File: config.mk
export PLATFORM = sky130hd
export DESIGN_NAME = ethernet_frame_receiver
export DESIGN_NICKNAME = d
export VERILOG_FILES = /design/src/rtl/ethernet_frame_receiver.sv
export SDC_FILE = /design/constraint.sdc
export NUM_CORES = 1
export LEC_CHECK = 0
export ABC_AREA = 1
export CAP_MARGIN = 20
export CORE_MARGIN = 4
export CORE_UTILIZATION = 58
export CTS_BUF_LIST = sky130_fd_sc_hd__clkbuf_8
export DETAILED_ROUTE_END_ITERATION = 7
export HOLD_SLACK_MARGIN = 0.15
export PLACE_DENSITY = 0.85
export RECOVER_POWER = 25
export SYNTH_ARGS = -nofsm -noshare
export SYNTH_HDL_FRONTEND = slang
export SYNTH_SLANG_ARGS = --single-unit
File: constraint.sdc
create_clock -name clock -period 4.7 [get_ports clock]
set_clock_uncertainty 0.2 [all_clocks]
set_input_delay 0.94 -clock clock [delete_from_list [all_inputs] [get_ports clock]]
set_output_delay 0.94 -clock clock [all_outputs]
set_load 0.01 [all_outputs]
File: src/rtl/ethernet_frame_receiver.sv
// Ethernet frame receiver: a 4-byte delay line holds back the FCS while payload bytes
// stream to the owning receive slot and the CRC engine; each frame ends in a good/bad pulse.
module ethernet_frame_receiver #(
    parameter int unsigned SLOTS           = 2,
    parameter int unsigned MIN_FRAME_BYTES = 64,
    parameter int unsigned MAX_FRAME_BYTES = 1518,
    parameter int unsigned CRC_TIMEOUT     = 16
) (
    input  logic             clock,
    input  logic             reset_n,
    input  logic [8:0]       data,
    input  logic             data_enable,
    output logic             data_ready,
    input  logic [SLOTS-1:0] slot_enable,
    output logic [7:0]       crc_data,
    output logic             crc_data_valid,
    output logic             crc_data_last,
    input  logic [31:0]      crc_result,
    input  logic             crc_result_valid,
    output logic [7:0]       packet_data,
    output logic [SLOTS-1:0] packet_data_valid,
    output logic [SLOTS-1:0] good_packet,
    output logic [SLOTS-1:0] bad_packet,
    output logic [15:0]      frame_length,
    output logic [2:0]       bad_reason,
    output logic [15:0]      drop_count
);

    typedef enum logic [2:0] {
        S_IDLE,
        S_FORWARD,
        S_WAIT_CRC,
        S_REPORT,
        S_DROP
    } state_t;

    localparam logic [15:0] MIN_LEN      = 16'(MIN_FRAME_BYTES);
    localparam logic [15:0] MAX_LEN      = 16'(MAX_FRAME_BYTES);
    localparam logic [15:0] TIMEOUT_LAST = 16'(CRC_TIMEOUT - 1);

    state_t            state_q, state_d;
    logic [3:0][7:0]   dly_q, dly_d;
    logic [2:0]        fill_q, fill_d;
    logic [15:0]       len_q, len_d;
    logic [31:0]       fcs_q, fcs_d;
    logic              crc_flag_q, crc_flag_d;
    logic              abort_q, abort_d;
    logic [SLOTS-1:0]  slot_q, slot_d;
    logic [15:0]       timer_q, timer_d;
    logic [15:0]       drop_q, drop_d;
    logic              ready_q, ready_d;
    logic [7:0]        out_data_q, out_data_d;
    logic [SLOTS-1:0]  pkt_valid_q, pkt_valid_d;
    logic              crc_valid_q, crc_valid_d;
    logic              crc_last_q, crc_last_d;
    logic [SLOTS-1:0]  good_q, good_d;
    logic [SLOTS-1:0]  bad_q, bad_d;
    logic [15:0]       flen_q, flen_d;
    logic [2:0]        reason_q, reason_d;

    logic              accept;
    logic              go_report;
    logic              runt_giant;
    logic [2:0]        reason;
    logic [SLOTS-1:0]  lowest_slot;

    assign lowest_slot = slot_enable & (~slot_enable + SLOTS'(1));

    always_comb begin
        state_d     = state_q;
        dly_d       = dly_q;
        fill_d      = fill_q;
        len_d       = len_q;
        fcs_d       = fcs_q;
        crc_flag_d  = crc_flag_q;
        abort_d     = abort_q;
        slot_d      = slot_q;
        timer_d     = timer_q;
        drop_d      = drop_q;
        out_data_d  = out_data_q;
        pkt_valid_d = '0;
        crc_valid_d = 1'b0;
        crc_last_d  = 1'b0;
        good_d      = '0;
        bad_d       = '0;
        flen_d      = '0;
        reason_d    = '0;
        go_report   = 1'b0;
        runt_giant  = 1'b0;
        reason      = '0;
        accept      = data_enable && ready_q;

        case (state_q)
            S_IDLE: begin
                if (accept && data[8]) begin
                    if (|slot_enable) begin
                        slot_d     = lowest_slot;
                        dly_d      = {24'h0, data[7:0]};
                        fill_d     = 3'd1;
                        len_d      = 16'd1;
                        crc_flag_d = 1'b0;
                        abort_d    = 1'b0;
                        state_d    = S_FORWARD;
                    end else begin
                        if (drop_q != '1) begin
                            drop_d = drop_q + 16'd1;
                        end
                        state_d = S_DROP;
                    end
                end
            end
            S_FORWARD: begin
                if (accept) begin
                    if (data[8]) begin
                        abort_d = 1'b1;
                    end
                    if (len_q != '1) begin
                        len_d = len_q + 16'd1;
                    end
                    dly_d = {dly_q[2:0], data[7:0]};
                    // Only the byte leaving a full delay line is payload; the last four are the FCS.
                    if (fill_q == 3'd4) begin
                        out_data_d  = dly_q[3];
                        pkt_valid_d = slot_q;
                        crc_valid_d = 1'b1;
                    end else begin
                        fill_d = fill_q + 3'd1;
                    end
                end else begin
                    fcs_d   = {dly_q[0], dly_q[1], dly_q[2], dly_q[3]};
                    fill_d  = '0;
                    timer_d = '0;
                    if (len_q < 16'd5) begin
                        crc_flag_d = 1'b1;
                        go_report  = 1'b1;
                        state_d    = S_REPORT;
                    end else begin
                        crc_last_d = 1'b1;
                        state_d    = S_WAIT_CRC;
                    end
                end
            end
            S_WAIT_CRC: begin
                if (crc_result_valid) begin
                    if (crc_result != fcs_q) begin
                        crc_flag_d = 1'b1;
                    end
                    go_report = 1'b1;
                    state_d   = S_REPORT;
                end else if (timer_q == TIMEOUT_LAST) begin
                    crc_flag_d = 1'b1;
                    go_report  = 1'b1;
                    state_d    = S_REPORT;
                end else begin
                    timer_d = timer_q + 16'd1;
                end
            end
            S_REPORT: begin
                state_d = S_IDLE;
            end
            S_DROP: begin
                if (!data_enable) begin
                    state_d = S_IDLE;
                end
            end
            default: begin
                state_d = S_IDLE;
            end
        endcase

        // Verdict is registered on entry so the pulse lines up with the single S_REPORT cycle.
        if (go_report) begin
            runt_giant = (len_q < MIN_LEN) || (len_q > MAX_LEN);
            reason     = {abort_q, runt_giant, crc_flag_d};
            flen_d     = len_q;
            if (reason == 3'b000) begin
                good_d = slot_q;
            end else begin
                bad_d    = slot_q;
                reason_d = reason;
            end
        end

        ready_d = (state_d == S_IDLE) || (state_d == S_FORWARD) || (state_d == S_DROP);
    end

    always_ff @(posedge clock) begin
        if (!reset_n) begin
            state_q     <= S_IDLE;
            dly_q       <= '0;
            fill_q      <= '0;
            len_q       <= '0;
            fcs_q       <= '0;
            crc_flag_q  <= 1'b0;
            abort_q     <= 1'b0;
            slot_q      <= '0;
            timer_q     <= '0;
            drop_q      <= '0;
            ready_q     <= 1'b0;
            out_data_q  <= '0;
            pkt_valid_q <= '0;
            crc_valid_q <= 1'b0;
            crc_last_q  <= 1'b0;
            good_q      <= '0;
            bad_q       <= '0;
            flen_q      <= '0;
            reason_q    <= '0;
        end else begin
            state_q     <= state_d;
            dly_q       <= dly_d;
            fill_q      <= fill_d;
            len_q       <= len_d;
            fcs_q       <= fcs_d;
            crc_flag_q  <= crc_flag_d;
            abort_q     <= abort_d;
            slot_q      <= slot_d;
            timer_q     <= timer_d;
            drop_q      <= drop_d;
            ready_q     <= ready_d;
            out_data_q  <= out_data_d;
            pkt_valid_q <= pkt_valid_d;
            crc_valid_q <= crc_valid_d;
            crc_last_q  <= crc_last_d;
            good_q      <= good_d;
            bad_q       <= bad_d;
            flen_q      <= flen_d;
            reason_q    <= reason_d;
        end
    end

    assign data_ready        = ready_q;
    assign crc_data          = out_data_q;
    assign crc_data_valid    = crc_valid_q;
    assign crc_data_last     = crc_last_q;
    assign packet_data       = out_data_q;
    assign packet_data_valid = pkt_valid_q;
    assign good_packet       = good_q;
    assign bad_packet        = bad_q;
    assign frame_length      = flen_q;
    assign bad_reason        = reason_q;
    assign drop_count        = drop_q;

endmodule

Yosys cells after proc, flatten, opt, wreduce, memory -nomap -nowiden
Index checks and enable logic that the tools add are counted.
{"block": "totals", "inputBits": 47, "regBits": 158, "wordCells": 128}
{"block": "op_classes", "order_cmp": 3, "add_sub_neg": 5, "eq_ne": 19, "reduce_logical": 26, "n_mux": 46, "n_bitwise": 7}
{"cell": "16-bit two-way mux", "n": 7}
{"cell": "32-bit two-way mux", "n": 3}
{"cell": "16-bit one-hot mux with 2 select lines", "n": 2}
{"cell": "32-bit one-hot mux with 2 select lines", "n": 1}
{"cell": "16-bit by 1-bit adder with 16-bit output, second input constant", "n": 3}
{"cell": "16-bit inequality test, second input constant", "n": 2}
{"cell": "32-bit inequality test", "n": 1}
{"cell": "3-bit two-way mux", "n": 10}
{"cell": "4-bit AND reduction", "n": 5}
{"cell": "1-bit two-way mux", "n": 18}
{"cell": "16-bit by 4-bit equality test with 1-bit output, second input constant", "n": 1}
{"cell": "16-bit by 11-bit greater-than comparator with 1-bit output, second input constant", "n": 1}
{"cell": "16-bit by 3-bit less-than comparator with 1-bit output, second input constant", "n": 1}
{"cell": "16-bit by 7-bit less-than comparator with 1-bit output, second input constant", "n": 1}
{"cell": "2-bit inequality test, second input constant", "n": 8}
{"cell": "3-bit one-hot mux with 4 select lines", "n": 1}
{"cell": "3-bit AND reduction", "n": 4}
{"cell": "5-bit AND reduction", "n": 2}
{"cell": "3-bit equality test, second input constant", "n": 3}
{"cell": "3-bit zero test", "n": 3}
{"cell": "3-bit by 1-bit equality test with 1-bit output, second input constant", "n": 2}
{"cell": "3-bit one-hot mux with 2 select lines", "n": 1}
{"cell": "3-bit OR reduction", "n": 2}
{"cell": "1-bit NOT", "n": 5}
{"cell": "other kinds (13)", "n": 19}

Logic depth before layout (Yosys ltp)
Gate-level depths: netlist of the first run.
{"block": "logic_depth", "ltp_word": 7, "ltp_mapped": 14, "ltp_nobuf": 13}

Least setup slack after synthesis of the first run
No wires, ideal clock.
{"block": "synth_timing", "path_type": "in2reg", "startpoint": "in data_enable", "endpoint": "reg len_q[10]", "stages": 11, "setup_ps": 115, "setup_slack_ps": 2347, "t_arrival_ps": 2037, "cell_sequence": "nand2_2 nor2_1 nand2_1 nor2_4 nor2_4 clkinv_4 nand2_4 inv_4 buf_8 nand4_4 and3_1"}
{"block": "synth_via", "elab_chain_cells": 4, "elab_cells_between_ends": 5}
{"element": "from (decl)", "line_no": "12", "rtl": "input logic data_enable,"}
{"element": "1-bit logical AND *", "line_no": "91", "rtl": "accept = data_enable && ready_q;"}
{"element": "1-bit logical AND", "line_no": "95", "rtl": "if (accept && data[8]) begin"}
{"element": "2-bit inequality test (no source line)"}
{"element": "5-bit AND reduction (no source line) *"}
{"element": "to (signal assigned)", "line_no": "212", "rtl": "len_q <= len_d;"}
{"element": "to (decl)", "line_no": "44", "rtl": "logic [15:0] len_q, len_d;"}
Every way passes the cells marked *; elsewhere a longest branch is shown, timed or not.
A chain may end at the register's enable or synchronous reset.

Final worst setup path of the first run
{"block": "layout_timing", "startpoint": "in data_enable", "endpoint": "reg dly_q[19] (netlist bit)"}
{"block": "layout_via", "elab_chain_cells": 4, "elab_cells_between_ends": 5}
{"element": "1-bit logical AND *", "line_no": "91"}
{"element": "1-bit logical AND", "line_no": "95"}
{"element": "2-bit inequality test (no source line)"}
{"element": "4-bit AND reduction (no source line) *"}
{"element": "to (signal assigned)", "line_no": "210", "rtl": "dly_q <= dly_d;"}
{"element": "to (decl)", "line_no": "42", "rtl": "logic [3:0][7:0] dly_q, dly_d;"}
Marks and branches as above.

==> results_dict.tcl, run 1 <==
set metrics [dict create \
    detail_route.drc_violations 0 \
    antenna_found_initial 0 \
    cts.sinks 158 \
    fin_setup_tns_ns 0 \
    ys_warn_count 0 \
    synth_top_flop_cell "dfxtp_1" \
    worstPathArrival_ns 3.91 \
    outcome "complete, but fails checks" \
    drtIter0Drc 522 \
    place_congestion 0.897 \
    clk_latency_ns 0.45 \
    start_kind "input port" \
    syn_inst 973 \
    violations "capacitance limit, slew limit" \
    grtUsageTotal_pct 25.2 \
    rrSetupSlack_ns 1.63 \
    crit_buf_inv 2 \
    p_per_area_nw_per_um2 309 \
    synth_top_cell_by_area "dfxtp_1" \
    crit_slowest_cell "clkbuf_1" \
    coreArea_um2 12000 \
    initial_core_util_pct 59.0 \
    htree_levels 4 \
    ioPinCount 107 \
    ant_nets 0 \
    cp_max_fo 45 \
    dieArea_um2 14100 \
    yosysTopAreaCellShare_pct 44.6 \
    p_leak_nw 3.24 \
    worstSetupEndpointType "register" \
    cp_common_cell "nor2_1" \
    path_class "in2reg" \
    nets 1117 \
    root_buffer "clkbuf_8" \
    grt.overflow.total 0 \
    cap_violations 1 \
    grt_max_degree 70 \
    required_ns 4.85 \
    ir_drop_v 0.000188 \
    numCtsBuffers 17 \
    worst_slew_pin_slew_ns 1.87 \
    drt_pass1_iterations 5 \
    hold_viol_final 0 \
    numPortBuffers 106 \
    wire_per_inst_um 14.1 \
    fp.dieH_um 119 \
    die_w_um 119 \
    synth.avg_cell_area_um2 7.29 \
    synthesis.nets 1026 \
    rows 40 \
    ys_seq_area_share_pct 44.6 \
    yosysMostFrequentCell "nand2_1" \
    cts_buffer_depth 2 \
    fmax_mhz 266 \
    synthTopCellsByCount "198 x nand2_1, 158 x dfxtp_1, 128 x inv_1" \
    fin_crit_ns 3.76 \
    viasPerCell 5.35 \
    p_total_mw 2.63 \
    grt_pass1_vias 6155 \
    drive_above_1_share_pct 6.31 \
    slew_headroom_pct -24.8 \
    via_count 6544 \
    cp_top_family "buffers and inverters" \
    antennaDiodeCount 0 \
    wirelength_mm 17.3 \
    cts_tree "done" \
    ys_types 43 \
    place.detailed.hpwl_mm 12.2 \
    post-route-util_pct 70.9 \
    area_growth_pct 20.0 \
    cts_setup_buffers 0 \
    synthTopCellsByArea "dfxtp_1 45%, nand2_1 10%, inv_1 6.8%" \
    async_reset_ff_share_pct 0 \
    finalCritPeriodShare_pct 80.0 \
    grt_setup_unrepaired "no" \
    holdBufCountCts 0 \
    path_cells "clkdlybuf4s50_1 -> nand2_2 -> nor2_1 -> nand2_1 -> nor2_1 -> nor2_1 -> clkbuf_1 -> a21oi_1 -> a211oi_1" \
    cts_resized 0 \
    grt_pass1_wl_mm 29.2 \
    finalSetupViolCount 0 \
    slowest_delay_ns 1.37 \
    synth-edff-count 0 \
    ys_ff_latch 158 \
    slew_viol_final 46 \
    hold_class "reg2reg" \
    clk_pin_slew_worst_paths_ns 0.08 \
    syn_area_um2 7090 \
]
per-layer routing:
metal	vias up	GRT usage, %	wire length [um]
li1	3299	-	-
met4	0	8.47	299
met3	20	5.74	1090
met5	-	0	0
met2	223	40.6	8110
met1	3002	33.5	7780
worst paths after layout:
path / from / endpoint / cells after the start
hold / removal: dly_q[24]$_SDFFE_PN0P_ / dly_q[24]$_SDFFE_PN0P_ / 2
hold reg to reg: dly_q[24]$_SDFFE_PN0P_ / dly_q[24]$_SDFFE_PN0P_ / 2
setup / recovery: data_enable / dly_q[19]$_SDFFE_PN0P_ / 9
setup reg to reg: data_ready$_SDFF_PN0_ / dly_q[19]$_SDFFE_PN0P_ / 8
registers in the layout, indices dropped and copies added (netlist names), 3 cells and up:
signal and count:
bad_reason 3, dly_q 32, state_q 3, timer_q 16
frame_length 16, fill_q 3, crc_data 8, fcs_q 32
drop_count 16, len_q 16
tightest hold or removal path, stage by stage (launching register included):
cell	delay [ns]
dfxtp_1	0.32
nand2_1	0.06
a21oi_1	0.05
per-stage QoR:
stage	area, um2	worst slack [ns]	hold WS, ns	std cells
2_1_floorplan	7090	2.35	0.231	973
6_report	8510	0.939	0.268	1224
3_3_place_gp	8170	1.41	0.249	1192
5_1_grt	8510	0.820	0.286	1224
4_1_cts	8570	1.79	0.272	1224
3_5_place_dp	8170	1.31	0.258	1192
power by group:
part           internal, mW  leakage, nW  switching (mW)
combinational        0.0886         1.76           0.160
sequential             1.36         1.27          0.0199
clock                 0.503        0.207           0.493
cell usage in the layout, fill, tap and decap left out, drive strengths merged, types with 3 or more instances in the layout:
cell,instances
a31oi,3
inv,140
clkdlybuf4s50,72
nor3b,4
xor2,14
o22ai,14
dfxtp,158
or2,6
a211oi,6
dlygate4sd3,34
nor3,31
xnor2,12
clkinvlp,4
clkinv,3
nand3,47
nand2,206
nand4,20
and3,3
a21oi,94
o21ai,54
nor4,6
nor2,107
ha,6
clkbuf,24
buf,4
kinds of logic after synthesis:
kind of cell / after synthesis / synth area share [%]
AND/OR/NAND/NOR: 430 / 27.5
flip-flops: 158 / 44.6
buffers and inverters: 178 / 10.4
XOR/XNOR: 26 / 3.21
adder cells (fa/ha/maj): 6 / 1.06
AO/OA/AOI/OAI: 175 / 13.2
cell type report:
type | count | area [um2]
fillers | 997 | 3500
flip-flops and latches | 158 | 3160
multi-input cells | 637 | 3140
repair buffers | 111 | 1090
inverters | 139 | 527
clock buffers | 23 | 317
well taps | 147 | 184
clock inverters | 9 | 83.8
Note: power is estimated with default switching activity, not from simulation.
==> run 2, diff against run 1 <==
CORE_UTILIZATION = 56   (was 58)
PLACE_DENSITY = 0.82   (was 0.85)
clock period = 3.5 ns   (was 4.7 ns; I/O delays follow)
==> run 2 against run 1 <==
Effect of this change: the flow now finishes without violations; flip-flop and latch count stayed put; clock-buffer cell count is 4 lower; core utilization is 0.69 points lower; register-to-register slack worse by 0.60 ns; wire length is 2.7% lower; die area is 3.3% higher; critical endpoint is now fcs_q[11]$_SDFFE_PN0P_.
==> results_dict.tcl, run 2 (synthesis results as in run 1) <==
set metrics [dict create \
    outcome "completed" \
    via_count 6421 \
    die_w_um 121 \
    slew_headroom_pct 38.3 \
    nets 1122 \
    path_class "in2reg" \
    worstSetupEndpointType "register" \
    ant_nets 0 \
    path_cells "dlygate4sd3_1 -> nand2_2 -> inv_1 -> nor2_4 -> clkbuf_1 -> nand2_1 -> buf_4 -> o22ai_1" \
    grt_pass1_vias 5945 \
    fmax_mhz 340 \
    ioPinCount 107 \
    fin_crit_ns 2.94 \
    grt_pass1_wl_mm 28.0 \
    required_ns 3.68 \
    area_growth_pct 20.8 \
    layout_commonest_cell "nand2_1" \
    holdBufCountCts 0 \
    finalSetupViolCount 0 \
    place.detailed.hpwl_mm 12.1 \
    wire_per_inst_um 13.5 \
    rr_worst_depth 10 \
    rows 40 \
    hold_end "bad_reason[2]$_SDFF_PP0_" \
    numCtsBuffers 17 \
    viasPerCell 5.14 \
    ir_drop_v 0.000253 \
    slowest_delay_ns 0.60 \
    grt_setup_unrepaired "no" \
    cp_max_fo 15 \
    numPortBuffers 106 \
    timing.rr.end "fill_q[0]$_SDFFE_PN0P_" \
    initial_core_util_pct 58.1 \
    htree_levels 4 \
    reg.largest.list "dly_q x32, fcs_q x32" \
    fillers 1042 \
    crit_buf_inv 4 \
    cts_buffer_depth 2 \
    coreArea_um2 12200 \
    grt.overflow.total 0 \
    worst_slew_pin_slew_ns 0.926 \
    cts_tree "done" \
    wirelength_mm 16.8 \
    start_kind "input port" \
    grtUsageTotal_pct 23.7 \
    detail_route.drc_violations 0 \
    antennaDiodeCount 0 \
    final_cell_mix "199 x nand2_1, 158 x dfxtp_1, 133 x inv_1, 99 x nor2_1, 92 x a21oi_1" \
    antenna_found_initial 0 \
    fp.dieH_um 121 \
    drt_pass1_iterations 5 \
    p_total_mw 3.51 \
    cts_resized 0 \
    multi_input_area_um2 3150 \
    r2r-start "fill_q[0]$_SDFFE_PN0P_" \
    worstPathArrival_ns 3.12 \
    seq_area_um2 3160 \
    rrSetupSlack_ns 1.03 \
    hp-start "abort_q$_SDFFE_PN0P_" \
    clk_pin_slew_worst_paths_ns 0.08 \
    root_buffer "clkbuf_8" \
    place_congestion 0.914 \
    cp_top_family "buffers and inverters" \
    drtIter0Drc 524 \
    hold_viol_final 0 \
    cap_violations 0 \
    cts.sinks 158 \
    grt_max_degree 46 \
    p_leak_nw 3.21 \
    fin_ws_ns 0.560 \
    slew_viol_final 0 \
    finalCritPeriodShare_pct 84.0 \
    dieArea_um2 14500 \
    crit_slowest_cell "dlygate4sd3_1" \
    fin_setup_tns_ns 0 \
    cts_setup_buffers 0 \
    stdcell_count 1249 \
    placed_cells 1218 \
    hold_depth 2 \
    cp-startpoint "data_enable" \
    p_per_area_nw_per_um2 410 \
    drive_above_1_share_pct 6.57 \
    hold_class "reg2reg" \
    post-place-ws_ns 0.617 \
    clk_latency_ns 0.45 \
]
## run 2: cell types whose count changed in the layout (fill, tap and decap cells not counted), sizes merged
cell	delta
clkinvlp	-1
dlygate4sd3	-14
bufinv	+1
inv	+3
clkbuf	-2
clkdlybuf4s50	+14
buf	+3
## run 2: metal layers
layer,share of wire (%),vias to the layer above,GRT usage [%]
li1,-,3307,-
met1,47,2912,32.3
met2,46,183,37.6
met3,6.0,19,4.77
met4,1.3,0,7.79
met5,0,-,0
## run 2: metrics by stage
stage	cell area [um2]	hold WS, ns	util (%)
floorplan	7090	0.231	-
global route	8570	0.274	70.2
CTS	8610	0.264	70.5
finish	8570	0.263	70.2
global placement	8230	0.250	67.4
detailed placement	8230	0.252	67.4
## run 2: worst reg2reg max path, cell delays in order, from the launching register on
cell and delay [ns]:
dfxtp_1 0.33, inv_1 0.08, ha_1 0.14, nand2_1 0.08
nor3_2 0.15, clkbuf_1 0.52, inv_1 0.27, o211ai_1 0.26
inv_1 0.13, o21ai_0 0.16, a21oi_1 0.05
## run 2: worst max-delay path by stage
stage / end / cells after the start / slack (ns)
6_report: fcs_q[11]$_SDFFE_PN0P_ / 8 / 0.56
5_1_grt: fcs_q[4]$_SDFFE_PN0P_ / 8 / 0.39
4_1_cts: timer_q[0]$_SDFFE_PN0P_ / 12 / 1.05
3_5_place_dp: len_q[11]$_SDFFE_PN0P_ / 12 / 0.62
3_3_place_gp: len_q[11]$_SDFFE_PN0P_ / 12 / 0.68
2_1_floorplan: len_q[10]$_SDFFE_PN0P_ / 11 / 1.39
## run 2: where the power goes
group	switching (mW)	total (mW)	internal (mW)
Clock	0.656	1.32	0.661
Sequential	0.0256	1.85	1.83
Combinational	0.217	0.340	0.123
Total	0.898	3.51	2.61
## run 2: layout make-up
type / count / share of cell area (%)
Clock inverter: 12 / 1.42
Multi-Input combinational cell: 637 / 36.8
Timing Repair Buffer: 116 / 13.1
Inverter: 139 / 6.21
Tap cell: 168 / 2.45
Sequential cell: 158 / 36.9
Clock buffer: 19 / 3.05
